**config.mk**
```make
export PLATFORM = sky130hd
export DESIGN_NAME = mux_scan_sequencer
export DESIGN_NICKNAME = d
export VERILOG_FILES = /design/src/rtl/mux_scan_pkg.sv /design/src/rtl/scan_settle_timer.sv /design/src/rtl/mux_scan_sequencer.sv
export SDC_FILE = /design/constraint.sdc
export NUM_CORES = 1
export LEC_CHECK = 0
export ABC_AREA = 0
export CORE_UTILIZATION = 49
export CTS_CLUSTER_DIAMETER = 30
export DETAILED_ROUTE_END_ITERATION = 6
export GPL_TIMING_DRIVEN = 0
export PLACE_DENSITY = 0.84
export SKIP_LAST_GASP = 1
export SYNTH_ARGS = -nofsm -noshare
export SYNTH_HDL_FRONTEND = slang
export SYNTH_SLANG_ARGS = --single-unit
```
**constraint.sdc**
```tcl
create_clock -name clk -period 1.5 [get_ports clk]
set_input_delay 0.15 -clock clk [delete_from_list [all_inputs] [get_ports clk]]
set_output_delay 0.15 -clock clk [all_outputs]
set_load 0.02 [all_outputs]
```
**src/rtl/mux_scan_pkg.sv**
```systemverilog
// Shared types and default sizing for the mux scan sequencer.
// Latency: n/a (declarations only). Backpressure: n/a.
// Counter width helper keeps the settle timer sized from SETTLE_CYCLES.
package mux_scan_pkg;

  localparam int DEF_NUM_CH        = 16;
  localparam int DEF_SEL_W         = 4;
  localparam int DEF_SETTLE_CYCLES = 2;

  function automatic int cnt_width(input int settle);
    return (settle < 1) ? 1 : $clog2(settle + 1);
  endfunction

  localparam int DEF_CNT_W = cnt_width(DEF_SETTLE_CYCLES);

  typedef enum logic [1:0] {
    IDLE   = 2'd0,
    SETTLE = 2'd1,
    SAMPLE = 2'd2
  } scan_state_t;

endpackage

```
**src/rtl/scan_settle_timer.sv**
```systemverilog
// Loadable settle down-counter; zero flags the edge on which the count hits 0.
// Latency: load/dec take effect on the next edge. Backpressure: none.
// clear has priority over load, load over dec.
module scan_settle_timer
  import mux_scan_pkg::*;
#(
  parameter int CNT_W = DEF_CNT_W
) (
  input  logic             clk,
  input  logic             rst_n,
  input  logic             load,
  input  logic             clear,
  input  logic             dec,
  input  logic [CNT_W-1:0] load_val,
  output logic             zero
);

  logic [CNT_W-1:0] count;

  always_ff @(posedge clk or negedge rst_n) begin
    if (!rst_n) begin
      count <= '0;
    end else if (clear) begin
      count <= '0;
    end else if (load) begin
      count <= load_val;
    end else if (dec && (count != '0)) begin
      count <= count - CNT_W'(1);
    end
  end

  assign zero = dec && (count == CNT_W'(1));

endmodule

```
**src/rtl/mux_scan_sequencer.sv**
```systemverilog
// Walks select over every mux channel, settles, samples, rebuilds the word (optional SCAN_PARITY_EN adds parity).
// Latency: done at NUM_CH*(SETTLE_CYCLES+1) edges after the start edge.
// Backpressure: none; start ignored while busy, abort cancels without done.
module mux_scan_sequencer
  import mux_scan_pkg::*;
#(
  parameter int NUM_CH        = DEF_NUM_CH,
  parameter int SEL_W         = DEF_SEL_W,
  parameter int SETTLE_CYCLES = DEF_SETTLE_CYCLES
) (
  input  logic              clk,
  input  logic              rst_n,
  input  logic              start,
  input  logic              abort,
  input  logic              mux_out,
  output logic [SEL_W-1:0]  select,
  output logic              busy,
  output logic              done,
  output logic [NUM_CH-1:0] sample_word
`ifdef SCAN_PARITY_EN
  ,
  output logic              parity
`endif
);

  localparam int                 CNT_W    = cnt_width(SETTLE_CYCLES);
  localparam logic [SEL_W-1:0]   LAST_SEL = SEL_W'(NUM_CH - 1);
  localparam logic [CNT_W-1:0]   RELOAD   = CNT_W'(SETTLE_CYCLES);

  if (SETTLE_CYCLES < 1) begin : g_bad_settle
    $error("mux_scan_sequencer: SETTLE_CYCLES must be >= 1");
  end
  if (NUM_CH != (1 << SEL_W)) begin : g_bad_ch
    $error("mux_scan_sequencer: NUM_CH must equal 2**SEL_W");
  end

  scan_state_t       state;
  logic [NUM_CH-1:0] shadow;
  logic [NUM_CH-1:0] new_word;
  logic              last_ch;
  logic              t_load;
  logic              t_clear;
  logic              t_dec;
  logic              t_zero;

  assign last_ch  = (select == LAST_SEL);
  assign new_word = {mux_out, shadow[NUM_CH-2:0]};

  // Timer control mirrors the state the FSM is in during this cycle.
  always_comb begin
    t_load  = 1'b0;
    t_clear = 1'b0;
    t_dec   = 1'b0;
    case (state)
      IDLE:    t_load = start;
      SETTLE:  if (abort) t_clear = 1'b1; else t_dec = 1'b1;
      SAMPLE:  if (abort) t_clear = 1'b1; else t_load = !last_ch;
      default: t_clear = 1'b1;
    endcase
  end

  scan_settle_timer #(
    .CNT_W(CNT_W)
  ) u_timer (
    .clk      (clk),
    .rst_n    (rst_n),
    .load     (t_load),
    .clear    (t_clear),
    .dec      (t_dec),
    .load_val (RELOAD),
    .zero     (t_zero)
  );

  always_ff @(posedge clk or negedge rst_n) begin
    if (!rst_n) begin
      state       <= IDLE;
      select      <= '0;
      busy        <= 1'b0;
      done        <= 1'b0;
      sample_word <= '0;
      shadow      <= '0;
`ifdef SCAN_PARITY_EN
      parity      <= 1'b0;
`endif
    end else begin
      done <= 1'b0;
      case (state)
        IDLE: begin
          if (start) begin
            state  <= SETTLE;
            select <= '0;
            busy   <= 1'b1;
          end
        end
        SETTLE: begin
          if (abort) begin
            state  <= IDLE;
            select <= '0;
            busy   <= 1'b0;
            shadow <= '0;
          end else if (t_zero) begin
            state <= SAMPLE;
          end
        end
        SAMPLE: begin
          if (abort) begin
            state  <= IDLE;
            select <= '0;
            busy   <= 1'b0;
            shadow <= '0;
          end else begin
            shadow[select] <= mux_out;
            if (last_ch) begin
              sample_word <= new_word;
`ifdef SCAN_PARITY_EN
              parity      <= ^new_word;
`endif
              done        <= 1'b1;
              busy        <= 1'b0;
              select      <= '0;
              state       <= IDLE;
            end else begin
              select <= select + SEL_W'(1);
              state  <= SETTLE;
            end
          end
        end
        default: begin
          state  <= IDLE;
          select <= '0;
          busy   <= 1'b0;
        end
      endcase
    end
  end

endmodule

```
# Word level (Yosys, flattened, before mapping)

Index checks and enable logic that the tools add are counted.

Add/sub/neg operators: 2
$mul: 0
Div/mod/pow operators: 0
Order comparisons: 2
Eq/ne operators: 8
Shifts and indexed selects: 0
Muxes and demuxes: 34
Bitwise operators: 1
Reductions and logical operators: 14

Operators with widths:

| cell                                                                          | number |
|---|---|
| 16-bit two-way mux                                                            | 2 |
| 16-bit one-hot mux with 2 select lines                                        | 1 |
| 16-bit bitwise mux                                                            | 1 |
| 4-bit two-way mux                                                             | 4 |
| 1-bit two-way mux                                                             | 14 |
| 2-bit two-way mux                                                             | 6 |
| 4-bit one-hot mux with 3 select lines                                         | 1 |
| 3-bit != test (second input constant)                                         | 2 |
| 2-bit one-hot mux with 3 select lines                                         | 1 |
| 2-bit AND reduction                                                           | 3 |
| 3-bit AND reduction                                                           | 2 |
| 4-bit by 5-bit less-than comparator with 1-bit output (second input constant) | 1 |
| 4-bit by 1-bit adder with 4-bit output (second input constant)                | 1 |
| 1-bit demux with 4-bit select                                                 | 1 |
| 2-bit by 1-bit == test with 1-bit output (second input constant)              | 2 |
| 4-bit == test (second input constant)                                         | 1 |
| 4-bit by 1-bit >= comparator with 1-bit output (second input constant)        | 1 |
| 2-bit != test (second input constant)                                         | 2 |
| 1-bit one-hot mux with 2 select lines                                         | 2 |
| 2-bit nonzero test                                                            | 2 |
| 1-bit logical AND                                                             | 3 |
| 1-bit one-hot mux with 3 select lines                                         | 1 |
| 3-bit nonzero test                                                            | 1 |
| 2-bit == test (second input constant)                                         | 1 |
| other kinds (5)                                                               | 5 |

Bits in registers: 42
Bits in latches: 0
RAM bits: 0
Memory bits (read-only): 0
Input port bits: 5
Output and inout bits: 22
Word-level logic and storage cells: 68
Memories: 0

# Longest topological paths before layout

Word-level depth: 7
Mapped depth: 6
Depth with buffers taken out: 6

# Modules after synthesis

A second synthesis with hierarchy kept.

Cell total of the unflattened synthesis: 193
Area total of the unflattened synthesis: 2,172.1 um^2

By module, submodules not included:

| module             | instances | cells an instance | area each (um^2) | sequential area each (um^2) |
|---|---|---|---|---|
| mux_scan_sequencer | 1         | 177               | 2,015.7          | 975.9 |
| scan_settle_timer  | 1         | 16                | 156.4            | 50.0 |

# Least setup slack after synthesis

No wires, ideal clock.

Path type: register -> register
Start: register select[0]
End: register sample_word[15]
Library setup time: 0.125 ns
Data arrival time: 1.652 ns
Required time: 1.375 ns
Path slack: -0.277 ns
Cell stages (with the launch flop): 6
Buffers on the path: 1
Period minus slack after synthesis: 1.777 ns
Path through: dfrtp_1 > ha_1 > nand3_1 > nor2_8 > buf_6 > mux2_2

Cells in the longest elaborated chain, start to end: 2

RTL lines:

| item                                 | RTL line                  | text |
|---|---|---|
| start, declared                      | mux_scan_sequencer.sv:16  | `output logic [SEL_W-1:0] select,` |
| start signal, assigned               | mux_scan_sequencer.sv:123 | `select <= select + SEL_W'(1);` |
| 4-bit == test                        | mux_scan_sequencer.sv:46  | `assign last_ch = (select == LAST_SEL);` |
| 3-bit AND reduction (no source line) | -                         |  |
| end signal, assigned                 | mux_scan_sequencer.sv:114 | `sample_word <= new_word;` |
| end, declared                        | mux_scan_sequencer.sv:19  | `output logic [NUM_CH-1:0] sample_word` |

No other way between the ends.
A chain may end at the register's enable or synchronous reset.

# Final worst setup path

Start: register state[0]
End: register shadow[14]

Cells in the longest elaborated chain, start to end: 3
Elaborated cells on any way between the ends: 6
Classes of those cells: eq/ne: 3; mux: 1; reduce/logical: 2

RTL lines:

| item                                                                      | RTL line                  | text |
|---|---|---|
| start, declared                                                           | mux_scan_sequencer.sv:37  | `scan_state_t state;` |
| start signal, assigned                                                    | mux_scan_sequencer.sv:76  | `state <= IDLE;` |
| start signal, assigned                                                    | mux_scan_sequencer.sv:90  | `state <= SETTLE;` |
| start signal, assigned                                                    | mux_scan_sequencer.sv:97  | `state <= IDLE;` |
| 2-bit by 1-bit == test with 1-bit output or 2-bit == test (tied branches) | mux_scan_sequencer.sv:87  | `case (state)` |
| 2-bit != test (no source line) or 2-bit nonzero test (tied branches)      | -                         |  |
| 2-bit AND reduction (no source line)                                      | -                         |  |
| end signal, assigned by index                                             | mux_scan_sequencer.sv:112 | `shadow[select] <= mux_out;` |
| end, declared                                                             | mux_scan_sequencer.sv:38  | `logic [NUM_CH-1:0] shadow;` |

Several ways; a longest one is shown, not always the timed one.

==> run_results.csv <==
group,metric,value,unit
finish,drive_above_1_share,0.295,
synth,synth_xor_area_frac,0.00440,
job,cap_violations,0,
place,dp_hpwl,2720,um
sta,maxSlewHeadroom,0.410,
clock_network,numCtsBuffers,5,
run_status,status,"finished, violations left",
floorplan,die-height,65.7,um
global_route,antenna_found_initial,0,
clock_network,clkLatencyLatePin,0.30,ns
synth,yosysMostFrequentCell,"dfrtp_1",
routing,drt_wl_total,4200,um
synth,synth-compound-area-share,0.151,
synth,yosys-top-cells-area,"dfrtp_1 52%, mux2_2 9.1%, o21ai_0 8.8%",
floorplan,die_w,65.7,um
sta,max_freq,632,MHz
global_route,grt_overflow,0,
finish,multiInputGateArea,1060,um2
clock_network,path_clk_slew,0.07,ns
synth,yosysWarnings,0,
critical_path,worstPathRequired,1.72,ns
sta,worstMarginPinSlew,0.885,ns
critical_path,worstPathArrival,1.81,ns
finish,ff_latch_area,1030,um2
finish,syn2layout_area_growth,33.6,%
routing,vias,1472,
clock_network,cts_tree,"built",
place,place_ws,-0.312,ns
sta,finalClockSkew,0.00386,ns
floorplan,start_util,0.528,
clock_network,cts_root_buffer,"clkbuf_8",
synth,synthSimpleGateAreaFrac,0.121,
synth,synthTopCellsByCount,"41 x dfrtp_1, 35 x o21ai_0, 16 x mux2_2",
finish,fillers,288,
sta,period_needed,1.58,ns
finish,nets,235,
synth,synthDominantCellAreaShare,0.515,
sta,finalCritPeriodShare,1.06,
run_status,violations,"negative setup slack",
synth,syn-num-nets,194,
routing,firstDrtPassIters,4,
synth,yosys.area.top_type,"dfrtp_1",
place,dp_cells,253,
clock_network,cts.path.max_buffers,2,
synth,avgSynthCellArea,11.1,um2
min_path,hold_path.class,"input port to async pin",
finish,diodes,0,
critical_path,criticalPathCategory,"flop to flop",
finish,instances_no_fill,268,
synth,synthDistinctLibCells,31,
sta,hold_viol,0,
synth,ys_ff_latch,41,
routing,wl_per_cell,15.7,um
sta,slew_violations,0,
power_and_ir_drop,irDropWorstVdd,0.628,mV
sta,rsz0062_at_grt,"true",
power_and_ir_drop,p_leak,1.19,nW
synth,ys_seq_area_frac,0.515,
routing,via_per_inst,5.49,
global_route,grt_pass1_vias,1417,
floorplan,pin_count,27,
global_route,grt_usage,0.215,
place,portBuffers,26,
critical_path,setup.worst_path.end_class,"flop",
routing,route.detailed.drc,0,
routing,drt_iter0_markers,110,
global_route,grt_start_max_net_pins,42,
place,place_congestion,0.846,
critical_path,start_kind,"flop",
clock_network,cts_max_level,2,
sta,hold_ws,0.502,ns
floorplan,core,3770,um2
sta,worst_slack,-0.0835,ns
synth,async_flop_share,1.00,
synth,synth_top_family_by_area,"compound AO/OA/AOI/OAI gates",
synth,synthCells,179,
synth,synth_edf_count,0,
floorplan,num_rows,22,
synth,synthFlopType,"dfrtp_1",
clock_network,clock_sinks,41,
routing,ant_nets,0,
power_and_ir_drop,cellPowerDensity,984,nW/um2
synth,synthMuxAreaShare,0.111,
critical_path,path_max_fanout,5,
sta,setup_viol,33,
synth,synthAdderAreaFrac,0.0629,
floorplan,dieArea,4320,um2
global_route,grt_pass1_wl,6730,um
synth,syn_area,1990,um2
## metrics by stage
stage               power, mW  utilization  setup TNS [ns]  area (um2)
global placement         1.76        0.641          -34.57        2420
global route             2.76        0.705           -3.63        2660
finish                   2.62        0.705           -1.40        2660
floorplan                1.64            -          -0.231        2100
detailed placement       1.78        0.639           -7.69        2410
CTS                      2.59        0.691           -1.74        2610
## layer usage
metal	up-vias	global-route usage	routed length, um
met5	-	0	0
met4	0	0.103	83
met3	5	0.0590	182
met2	46	0.330	1990
met1	713	0.280	1940
li1	708	-	-
## critical path, cell delays in order (launching register included)
cell and delay, ns:
dfrtp_2 0.45, inv_2 0.10, ha_4 0.16, nand2b_4 0.11
nor3b_4 0.35, nand2_2 0.17, o21ai_2 0.16
## cell usage in the layout (no fill, tap or decap), types with 2 or more instances in the layout
cell / n
a21oi_1: 13
clkbuf_1: 3
clkdlybuf4s50_1: 21
o21ai_2: 3
dfrtp_2: 4
nor2_1: 4
mux2_4: 17
clkbuf_8: 6
inv_1: 6
nand3_1: 2
nand2_2: 3
o21ai_0: 19
nand2b_1: 2
ha_1: 6
buf_12: 2
dfrtp_1: 37
dlygate4sd2_1: 4
nand2b_4: 2
nand2_1: 9
mux2i_1: 2
nor2b_1: 3
o21ai_1: 14
buf_4: 5
a31oi_1: 3
inv_2: 2
buf_6: 3
o31ai_1: 2
or2_2: 2
ha_4: 3
## power by group
group	internal (mW)	total, mW	switching (mW)
clock network	0.363	0.730	0.367
logic	0.328	0.683	0.355
registers	1.16	1.20	0.0434
total	1.85	2.62	0.765
## timing repair
action | CTS | global route
hold buffers | 1 | 0
buffers inserted | 6 | 1
endpoints found under the setup margin | 38 | 40
hold endpoints to repair | 9 | 0
gates resized for setup | 20 | 27
pin swaps | 4 | 11
## cell families (layout without fill, tap and decap cells)
kind of cell / count (synthesis) / count (layout)
simple gates: 37 / 37
buf+inv: 14 / 55
xor+xnor: 1 / 1
mux: 20 / 20
fa+ha+maj: 10 / 10
flops: 41 / 41
compound gates: 56 / 56
## path summary, 6_finish.rpt
path / start / endpoint / slack (ns) / depth (start not counted)
min in group clk: shadow[2] / sample_word[2] / 0.51 / 1
max in group asynchronous: rst_n / select[0] / 0.38 / 2
worst min register to register: shadow[2] / sample_word[2] / 0.51 / 1
worst min-delay path: rst_n / done / 0.50 / 2
worst max-delay path: state[0] / shadow[14] / -0.08 / 6
worst max register to register: state[0] / shadow[14] / -0.08 / 6
## state kept, by name, indices dropped and copies added, names as in the netlist
register and count:
shadow 15, busy 1, select 4, done 1, state 2, u_timer.count 2
sample_word 16
## area by class of cell
class	count	share of cell area
clock inverters	1	0.00282
plain buffers	6	0.0188
multi-input cells	124	0.400
flip-flops and latches	41	0.388
inverters	8	0.0113
repair buffers	34	0.125
clock buffers	6	0.0311
well taps	48	0.0226
Note: power is estimated with default switching activity, not from simulation.
